[config.mk]
export PLATFORM = sky130hd
export DESIGN_NAME = mem_arbiter
export DESIGN_NICKNAME = d
export VERILOG_FILES = /design/src/rtl/mem_arbiter.sv
export SDC_FILE = /design/constraint.sdc
export NUM_CORES = 1
export LEC_CHECK = 0
export BUFFER_PORTS_ARGS = -buffer_cell sky130_fd_sc_hd__clkbuf_2
export CAP_MARGIN = 20
export CORE_ASPECT_RATIO = 0.7
export CORE_MARGIN = 8
export CORE_UTILIZATION = 42
export CTS_CLUSTER_SIZE = 40
export DETAILED_ROUTE_END_ITERATION = 8
export GPL_ROUTABILITY_DRIVEN = 0
export GPL_TIMING_DRIVEN = 0
export PLACE_DENSITY = 0.76
export SKIP_LAST_GASP = 1
export SYNTH_ARGS = -nofsm -noshare
export SYNTH_HDL_FRONTEND = slang
export SYNTH_SLANG_ARGS = --single-unit
[constraint.sdc]
create_clock -name clk -period 1.9 [get_ports clk]
set_input_delay 0.095 -clock clk [delete_from_list [all_inputs] [get_ports clk]]
set_output_delay 0.095 -clock clk [all_outputs]
set_load 0.1 [all_outputs]
[src/rtl/mem_arbiter.sv]
// Round-robin arbiter sharing one memory port between the IFU and the LSU.
// One transaction in flight; a stalled WAIT is cut off with an error response.
`timescale 1ns/1ps
module mem_arbiter #(
  parameter int unsigned TIMEOUT_CYC = 255
) (
  input  logic        clk,
  input  logic        rst,
  input  logic        if_req_valid,
  input  logic [31:0] if_req_addr,
  output logic        if_req_ready,
  output logic        if_resp_valid,
  output logic [31:0] if_resp_data,
  input  logic        ls_req_valid,
  input  logic        ls_req_wen,
  input  logic [31:0] ls_req_addr,
  input  logic [31:0] ls_req_wdata,
  input  logic [7:0]  ls_req_wmask,
  input  logic [2:0]  ls_req_rmask,
  output logic        ls_req_ready,
  output logic        ls_resp_valid,
  output logic [31:0] ls_resp_data,
  output logic        m_req_valid,
  input  logic        m_req_ready,
  output logic        m_req_wen,
  output logic [31:0] m_req_addr,
  output logic [31:0] m_req_wdata,
  output logic [7:0]  m_req_wmask,
  output logic [2:0]  m_req_rmask,
  input  logic        m_resp_valid,
  input  logic [31:0] m_resp_data,
  output logic        timeout_err
);
  typedef enum logic [1:0] {S_IDLE = 2'd0, S_REQ = 2'd1, S_WAIT = 2'd2} state_t;

  localparam logic        OWN_IF   = 1'b0;
  localparam logic        OWN_LS   = 1'b1;
  localparam logic [2:0]  RMASK_LW = 3'b010;
  localparam logic [7:0]  TO_LIM   = 8'(TIMEOUT_CYC);
  localparam logic [31:0] ERR_DATA = 32'hdeadbeef;

  state_t      state_q, state_d;
  logic        owner_q, owner_d, last_q, last_d;
  logic [7:0]  cnt_q, cnt_d;
  logic        wen_q, wen_d;
  logic [31:0] addr_q, addr_d, wdata_q, wdata_d;
  logic [7:0]  wmask_q, wmask_d;
  logic [2:0]  rmask_q, rmask_d;
  logic        if_rv_q, if_rv_d, ls_rv_q, ls_rv_d, to_q, to_d;
  logic [31:0] if_rd_q, if_rd_d, ls_rd_q, ls_rd_d;
  logic        grant_if, grant_ls, resp_hit, to_hit;
  logic [31:0] resp_word;

  // On contention the requester that did not win last time goes first
  assign grant_if = if_req_valid && (!ls_req_valid || last_q == OWN_LS);
  assign grant_ls = ls_req_valid && (!if_req_valid || last_q == OWN_IF);
  // A real response on the limit cycle beats the timeout
  assign resp_hit = (state_q == S_WAIT) && m_resp_valid;
  assign to_hit   = (state_q == S_WAIT) && !m_resp_valid && ((cnt_q + 8'd1) == TO_LIM);

  always_ff @(posedge clk or negedge rst) begin
    if (!rst) state_q <= S_IDLE;
    else      state_q <= state_d;
  end

  always_comb begin
    state_d = state_q;
    case (state_q)
      S_IDLE:  if (grant_if || grant_ls) state_d = S_REQ;
      S_REQ:   if (m_req_ready)          state_d = S_WAIT;
      S_WAIT:  if (resp_hit || to_hit)   state_d = S_IDLE;
      default:                           state_d = S_IDLE;
    endcase
  end

  always_comb begin
    if_req_ready = (state_q == S_IDLE) && grant_if;
    ls_req_ready = (state_q == S_IDLE) && grant_ls;
    m_req_valid  = (state_q == S_REQ);
  end

  always_comb begin
    owner_d   = owner_q;
    last_d    = last_q;
    cnt_d     = cnt_q;
    wen_d     = wen_q;
    addr_d    = addr_q;
    wdata_d   = wdata_q;
    wmask_d   = wmask_q;
    rmask_d   = rmask_q;
    if_rv_d   = 1'b0;
    ls_rv_d   = 1'b0;
    to_d      = 1'b0;
    if_rd_d   = if_rd_q;
    ls_rd_d   = ls_rd_q;
    resp_word = resp_hit ? m_resp_data : ERR_DATA;

    if (state_q == S_IDLE && grant_ls) begin
      owner_d = OWN_LS;
      last_d  = OWN_LS;
      wen_d   = ls_req_wen;
      addr_d  = ls_req_addr;
      wdata_d = ls_req_wdata;
      wmask_d = ls_req_wmask;
      rmask_d = ls_req_rmask;
    end else if (state_q == S_IDLE && grant_if) begin
      owner_d = OWN_IF;
      last_d  = OWN_IF;
      wen_d   = 1'b0;
      addr_d  = if_req_addr;
      wdata_d = 32'd0;
      wmask_d = 8'd0;
      rmask_d = RMASK_LW;
    end

    if (state_q == S_REQ && m_req_ready)
      cnt_d = 8'd0;
    else if (state_q == S_WAIT && !m_resp_valid)
      cnt_d = cnt_q + 8'd1;

    if (resp_hit || to_hit) begin
      to_d = to_hit;
      if (owner_q == OWN_LS) begin
        ls_rv_d = 1'b1;
        ls_rd_d = resp_word;
      end else begin
        if_rv_d = 1'b1;
        if_rd_d = resp_word;
      end
    end
  end

  always_ff @(posedge clk or negedge rst) begin
    if (!rst) begin
      owner_q <= OWN_IF;
      last_q  <= OWN_LS;
      cnt_q   <= 8'd0;
      wen_q   <= 1'b0;
      addr_q  <= 32'd0;
      wdata_q <= 32'd0;
      wmask_q <= 8'd0;
      rmask_q <= 3'd0;
      if_rv_q <= 1'b0;
      ls_rv_q <= 1'b0;
      to_q    <= 1'b0;
      if_rd_q <= 32'd0;
      ls_rd_q <= 32'd0;
    end else begin
      owner_q <= owner_d;
      last_q  <= last_d;
      cnt_q   <= cnt_d;
      wen_q   <= wen_d;
      addr_q  <= addr_d;
      wdata_q <= wdata_d;
      wmask_q <= wmask_d;
      rmask_q <= rmask_d;
      if_rv_q <= if_rv_d;
      ls_rv_q <= ls_rv_d;
      to_q    <= to_d;
      if_rd_q <= if_rd_d;
      ls_rd_q <= ls_rd_d;
    end
  end

  assign m_req_wen     = wen_q;
  assign m_req_addr    = addr_q;
  assign m_req_wdata   = wdata_q;
  assign m_req_wmask   = wmask_q;
  assign m_req_rmask   = rmask_q;
  assign if_resp_valid = if_rv_q;
  assign if_resp_data  = if_rd_q;
  assign ls_resp_valid = ls_rv_q;
  assign ls_resp_data  = ls_rd_q;
  assign timeout_err   = to_q;

endmodule

After elaboration in Yosys (flattened, before gate mapping)
Index checks and enable logic that the tools add are counted.
{"block": "word_totals", "inputBits": 146, "elab_cells": 67, "regBits": 155}
{"block": "classes", "mux": 23, "reduce_logical": 21, "n_eq_ne": 6, "addsub": 1, "bitwise_logic": 2}
{"cell": "32-bit two-way mux", "n": 5}
{"cell": "8-bit two-way mux", "n": 4}
{"cell": "8-bit by 1-bit adder with 8-bit output (second input constant)", "n": 1}
{"cell": "8-bit equality test (second input constant)", "n": 1}
{"cell": "1-bit logical AND", "n": 8}
{"cell": "1-bit two-way mux", "n": 8}
{"cell": "2-bit two-way mux", "n": 3}
{"cell": "3-bit two-way mux", "n": 2}
{"cell": "2-bit one-hot mux with 3 select lines", "n": 1}
{"cell": "1-bit logical OR", "n": 4}
{"cell": "2-bit by 1-bit != test with 1-bit output (second input constant)", "n": 2}
{"cell": "2-bit AND reduction", "n": 2}
{"cell": "2-bit nonzero test", "n": 2}
{"cell": "1-bit logical NOT", "n": 3}
{"cell": "3-bit AND reduction", "n": 1}
{"cell": "2-bit by 1-bit equality test with 1-bit output (second input constant)", "n": 1}
{"cell": "2-bit equality test (second input constant)", "n": 1}
{"cell": "2-bit logical NOT", "n": 1}
{"cell": "2-bit != test (second input constant)", "n": 1}
{"cell": "1-bit NOT", "n": 2}

Longest topological paths before layout
{"block": "depth", "word_depth": 6, "depth_mapped": 8}

Worst setup path before layout
OpenSTA, ideal clock, no wires.
{"block": "synth_timing", "path_type": "register to register", "from": "register state_q[1]", "to": "register cnt_q[5]", "arrival_ns": 1.750, "path_stages_with_launch": 7, "n_path_buf": 0, "setup_slack_ns": 0.017, "synth_period_minus_slack_ns": 1.883, "path_cell_list": "dfrtp_1 -> nand2b_1 -> inv_1 -> and2_1 -> nor2_1 -> o21ai_0 -> o41ai_1"}
{"block": "synth_via", "elab_chain_len": 3}
{"item": "start: declaration", "line": "42", "text": "state_t state_q, state_d;"}
{"item": "start signal: assignment", "line": "63", "text": "else state_q <= state_d;"}
{"item": "2-bit by 1-bit equality test with 1-bit output *"}
{"item": "net m_req_valid", "line": "23", "text": "output logic m_req_valid,"}
{"item": "1-bit logical AND *", "line": "116", "text": "if (state_q == S_REQ && m_req_ready)"}
{"item": "8-bit two-way mux / 2-bit nonzero test (equally long branches)"}
{"item": "end signal: assignment", "line": "151", "text": "cnt_q <= cnt_d;"}
{"item": "end: declaration", "line": "44", "text": "logic [7:0] cnt_q, cnt_d;"}
Mark *: on every way through the listed nets, which the timed path passes. The rest lies on a longest branch.
A chain may end at the register's enable or synchronous reset.

Worst setup path after layout
{"block": "layout_timing", "from": "register state_q[0]", "to": "output ls_req_ready"}
{"block": "layout_via", "elab_chain_len": 2}
{"item": "2-bit logical NOT", "line": "78", "text": "ls_req_ready = (state_q == S_IDLE) && grant_ls;"}
{"item": "1-bit logical AND", "line": "78"}
{"item": "end: declaration", "line": "20", "text": "output logic ls_req_ready,"}
No other way between the ends.

==> summary.md <==
| Metric | Value |
|---|---|
| Status | complete, but fails checks |
| Primary FF master, synth | dfrtp_1 |
| Setup-failing EPs final | 0 |
| Post-synth ARST share | 100% |
| Max Fclk | 547 MHz |
| Startpoint class of the critical path | flip-flop |
| Tcrit/Tclk final | 96.2% |
| WL met2 | 12,100 um |
| Syn Inst Count | 611 |
| Non-Filler Instances | 1,252 |
| Final #Nets | 1,190 |
| Post-synth EDFFs | 0 |
| Antenna-violating nets left | 0 |
| Clock Skews | 0.0161 ns |
| Rel. slew slack | 60.1% |
| Slew Limit Fails | 0 |
| Die Y | 119 um |
| Sequential fraction of the synthesis area | 60.4% |
| First-pass GRT wire length | 37,000 um |
| Worst hold slack | -0.0136 ns |
| Mapped Avg Cell Area | 10.5 um2 |
| Largest net degree at the start of global routing | 114 |
| Routed wire length | 24,300 um |
| DRC violations left | 0 |
| Cell row count | 37 |
| CTS Buf Count | 17 |
| GRT Total Usage | 24.1% |
| Syn Nets | 759 |
| Detailed-route via count | 6,426 |
| Synth cell types | 40 |
| Clk Latency, worst-skew pair | 0.42 ns |
| Core ar. | 14,800 um2 |
| Port buffer count | 291 |
| Yosys warns | 0 |
| DR iter-0 viols | 630 |
| CP arrival | 1.73 ns |
| Initial Util | 43.3% |
| Failing checks | hold timing |
| HP Class | input pin to flip-flop |
| Unrepaired setup endpoints after global routing | true |
| Max Cap Violations | 0 |
| DR top layer | met4 |
| Routed len/inst | 19.4 um |
| Initial antenna violation count | 2 |
| Final Critical Period | 1.83 ns |
| TritonCTS clock tree | yes |
| Die W | 164 um |
| CP Class | flip-flop to output port |
| Vias per inst | 5.13 |
| Critical Path Sink Type | output port |
| CP Max Fanout | 19 |
| Mapped cell area | 6420 um2 |
| Vias in the first global route | 6,654 |
| Clock Sinks | 155 |
| Number of iterations in the first detailed-routing pass | 5 |
| Met3 WL | 2170 um |
| Clock root buffer | clkbuf_16 |
| Clock transition at the registers of the reported paths | 0.07 ns |
| Seq cells post-synth | 155 |
| Post-DP HPWL | 16,100 um |
| Met1 wire length | 9350 um |
| CTS max path bufs | 2 |
| Leading cell types in the layout, fill and taps excluded | 298 x clkbuf_2, 153 x dfrtp_1, 115 x dlygate4sd3_1 |
| Final Hold Fails | 1 |
| Ports | 292 |
| Area added between synthesis and finish | 56.1% |
| Worst Tran Pin Value | 0.601 ns |
| Share of cells above drive strength 1 | 36.1% |
| Worst EP required | 1.80 ns |
| Most common cell after layout, fill and taps aside | clkbuf_2 |
| H-tree depth | 4 |
| Placed cell count | 1,098 |
| Full die area | 19,600 um2 |
| Gr ovfl total | 0 |
path summary, 6_finish.rpt:
path                                 start                to  slack (ns)  cells past startpoint
max in group asynchronous              rst    m_req_addr[29]        0.84                      3
setup reg to reg                  cnt_q[1]  ls_resp_data[31]        0.08                      6
hold reg to reg             m_req_addr[24]    m_req_addr[24]        0.48                      2
hold / removal             ls_req_addr[15]    m_req_addr[15]       -0.01                      3
min in group asynchronous              rst  if_resp_data[10]        0.18                      2
setup / recovery                state_q[0]      ls_req_ready        0.07                      5
synthesized netlist by cell type, types with 2 or more instances:
| cell | instances | share of area (%) |
|---|---|---|
| and3_2 | 2 | 0.23 |
| dfrtp_1 | 154 | 60 |
| nand3_1 | 5 | 0.39 |
| and4_1 | 2 | 0.27 |
| ha_1 | 2 | 0.39 |
| buf_6 | 6 | 1.1 |
| buf_2 | 13 | 1.0 |
| mux2i_1 | 32 | 5.0 |
| o21ai_1 | 2 | 0.16 |
| a22o_1 | 43 | 5.9 |
| nand4_1 | 3 | 0.29 |
| inv_1 | 6 | 0.35 |
| xor2_1 | 2 | 0.27 |
| clkbuf_1 | 24 | 1.4 |
| a21oi_1 | 50 | 3.9 |
| nand2b_1 | 5 | 0.49 |
| nor2_1 | 106 | 6.2 |
| a31oi_1 | 2 | 0.19 |
| o21ai_0 | 58 | 4.5 |
| nand2_1 | 73 | 4.3 |
| nand4_4 | 2 | 0.66 |
worst max-delay path, cell delays in order (launching register included):
cell       delay [ns]
dfrtp_2          0.46
nor2_4           0.16
nand3_2          0.14
inv_2            0.15
buf_12           0.17
clkbuf_16        0.21
repair_timing:
action	4_1_cts	5_1_grt
hold buffers	115	0
cloned	0	0
setup endpoints to repair	45	120
setup buffers	2	6
resized for setup	12	28
hold endpoints to repair	168	0
pin swaps	2	4
cells by family (layout without fill, tap and decap cells):
family | Yosys count | in the layout | synth area share (%)
AOI/OAI and AO/OA | 160 | 160 | 15.4
muxes | 32 | 32 | 4.99
xor gates and xnor gates | 3 | 3 | 0.409
adders and majority gates | 2 | 2 | 0.390
and+or+nand+nor | 209 | 209 | 14.5
other | 0 | 3 | 0
buffers and inverters | 50 | 493 | 3.88
DFF | 155 | 155 | 60.4
metrics by stage:
step           hold slack [ns]  area, um2  TNS, ns  utilization [%]  setup WS [ns]
6_report               -0.0136      10000        0             67.7         0.0729
5_1_grt                 0.0133      10000  -0.0108             67.7       -0.00862
4_1_cts                0.00302       9930   -0.227             67.0        -0.0561
3_5_place_dp            0.0445       8160    -1.56             55.1         -0.252
3_3_place_gp             0.310       8120  -296.92             54.8          -1.94
2_1_floorplan           -0.201       6420        0                -         0.0168
registers in the layout, indices dropped and copies added, names as in the netlist:
register,flops
cnt_q,8
owner_q,1
state_q,2
m_req_rmask,3
ls_resp_data,32
last_q,1
m_req_addr,32
m_req_wmask,8
if_resp_data,32
m_req_wen,1
timeout_err,1
if_resp_valid,1
m_req_wdata,32
ls_resp_valid,1
cell type report:
cell class	instances	area, um2
repair buffers	415	2720
clock buffers	17	425
fillers	1082	4790
multi-input cells	406	2330
inverters	7	26.3
plain buffers	40	245
flip-flops and latches	155	3880
well taps	195	244
clock inverters	14	139
diodes	3	7.51
layer usage:
metal,track usage [%],vias up
li1,-,2957
met1,28.8,3056
met2,41.5,374
met3,6.43,39
met4,8.32,0
met5,0,-
Power is left out: the tool's default activity adds up to more than one toggle a clock period on the data nets, which glitch-free logic cannot reach.
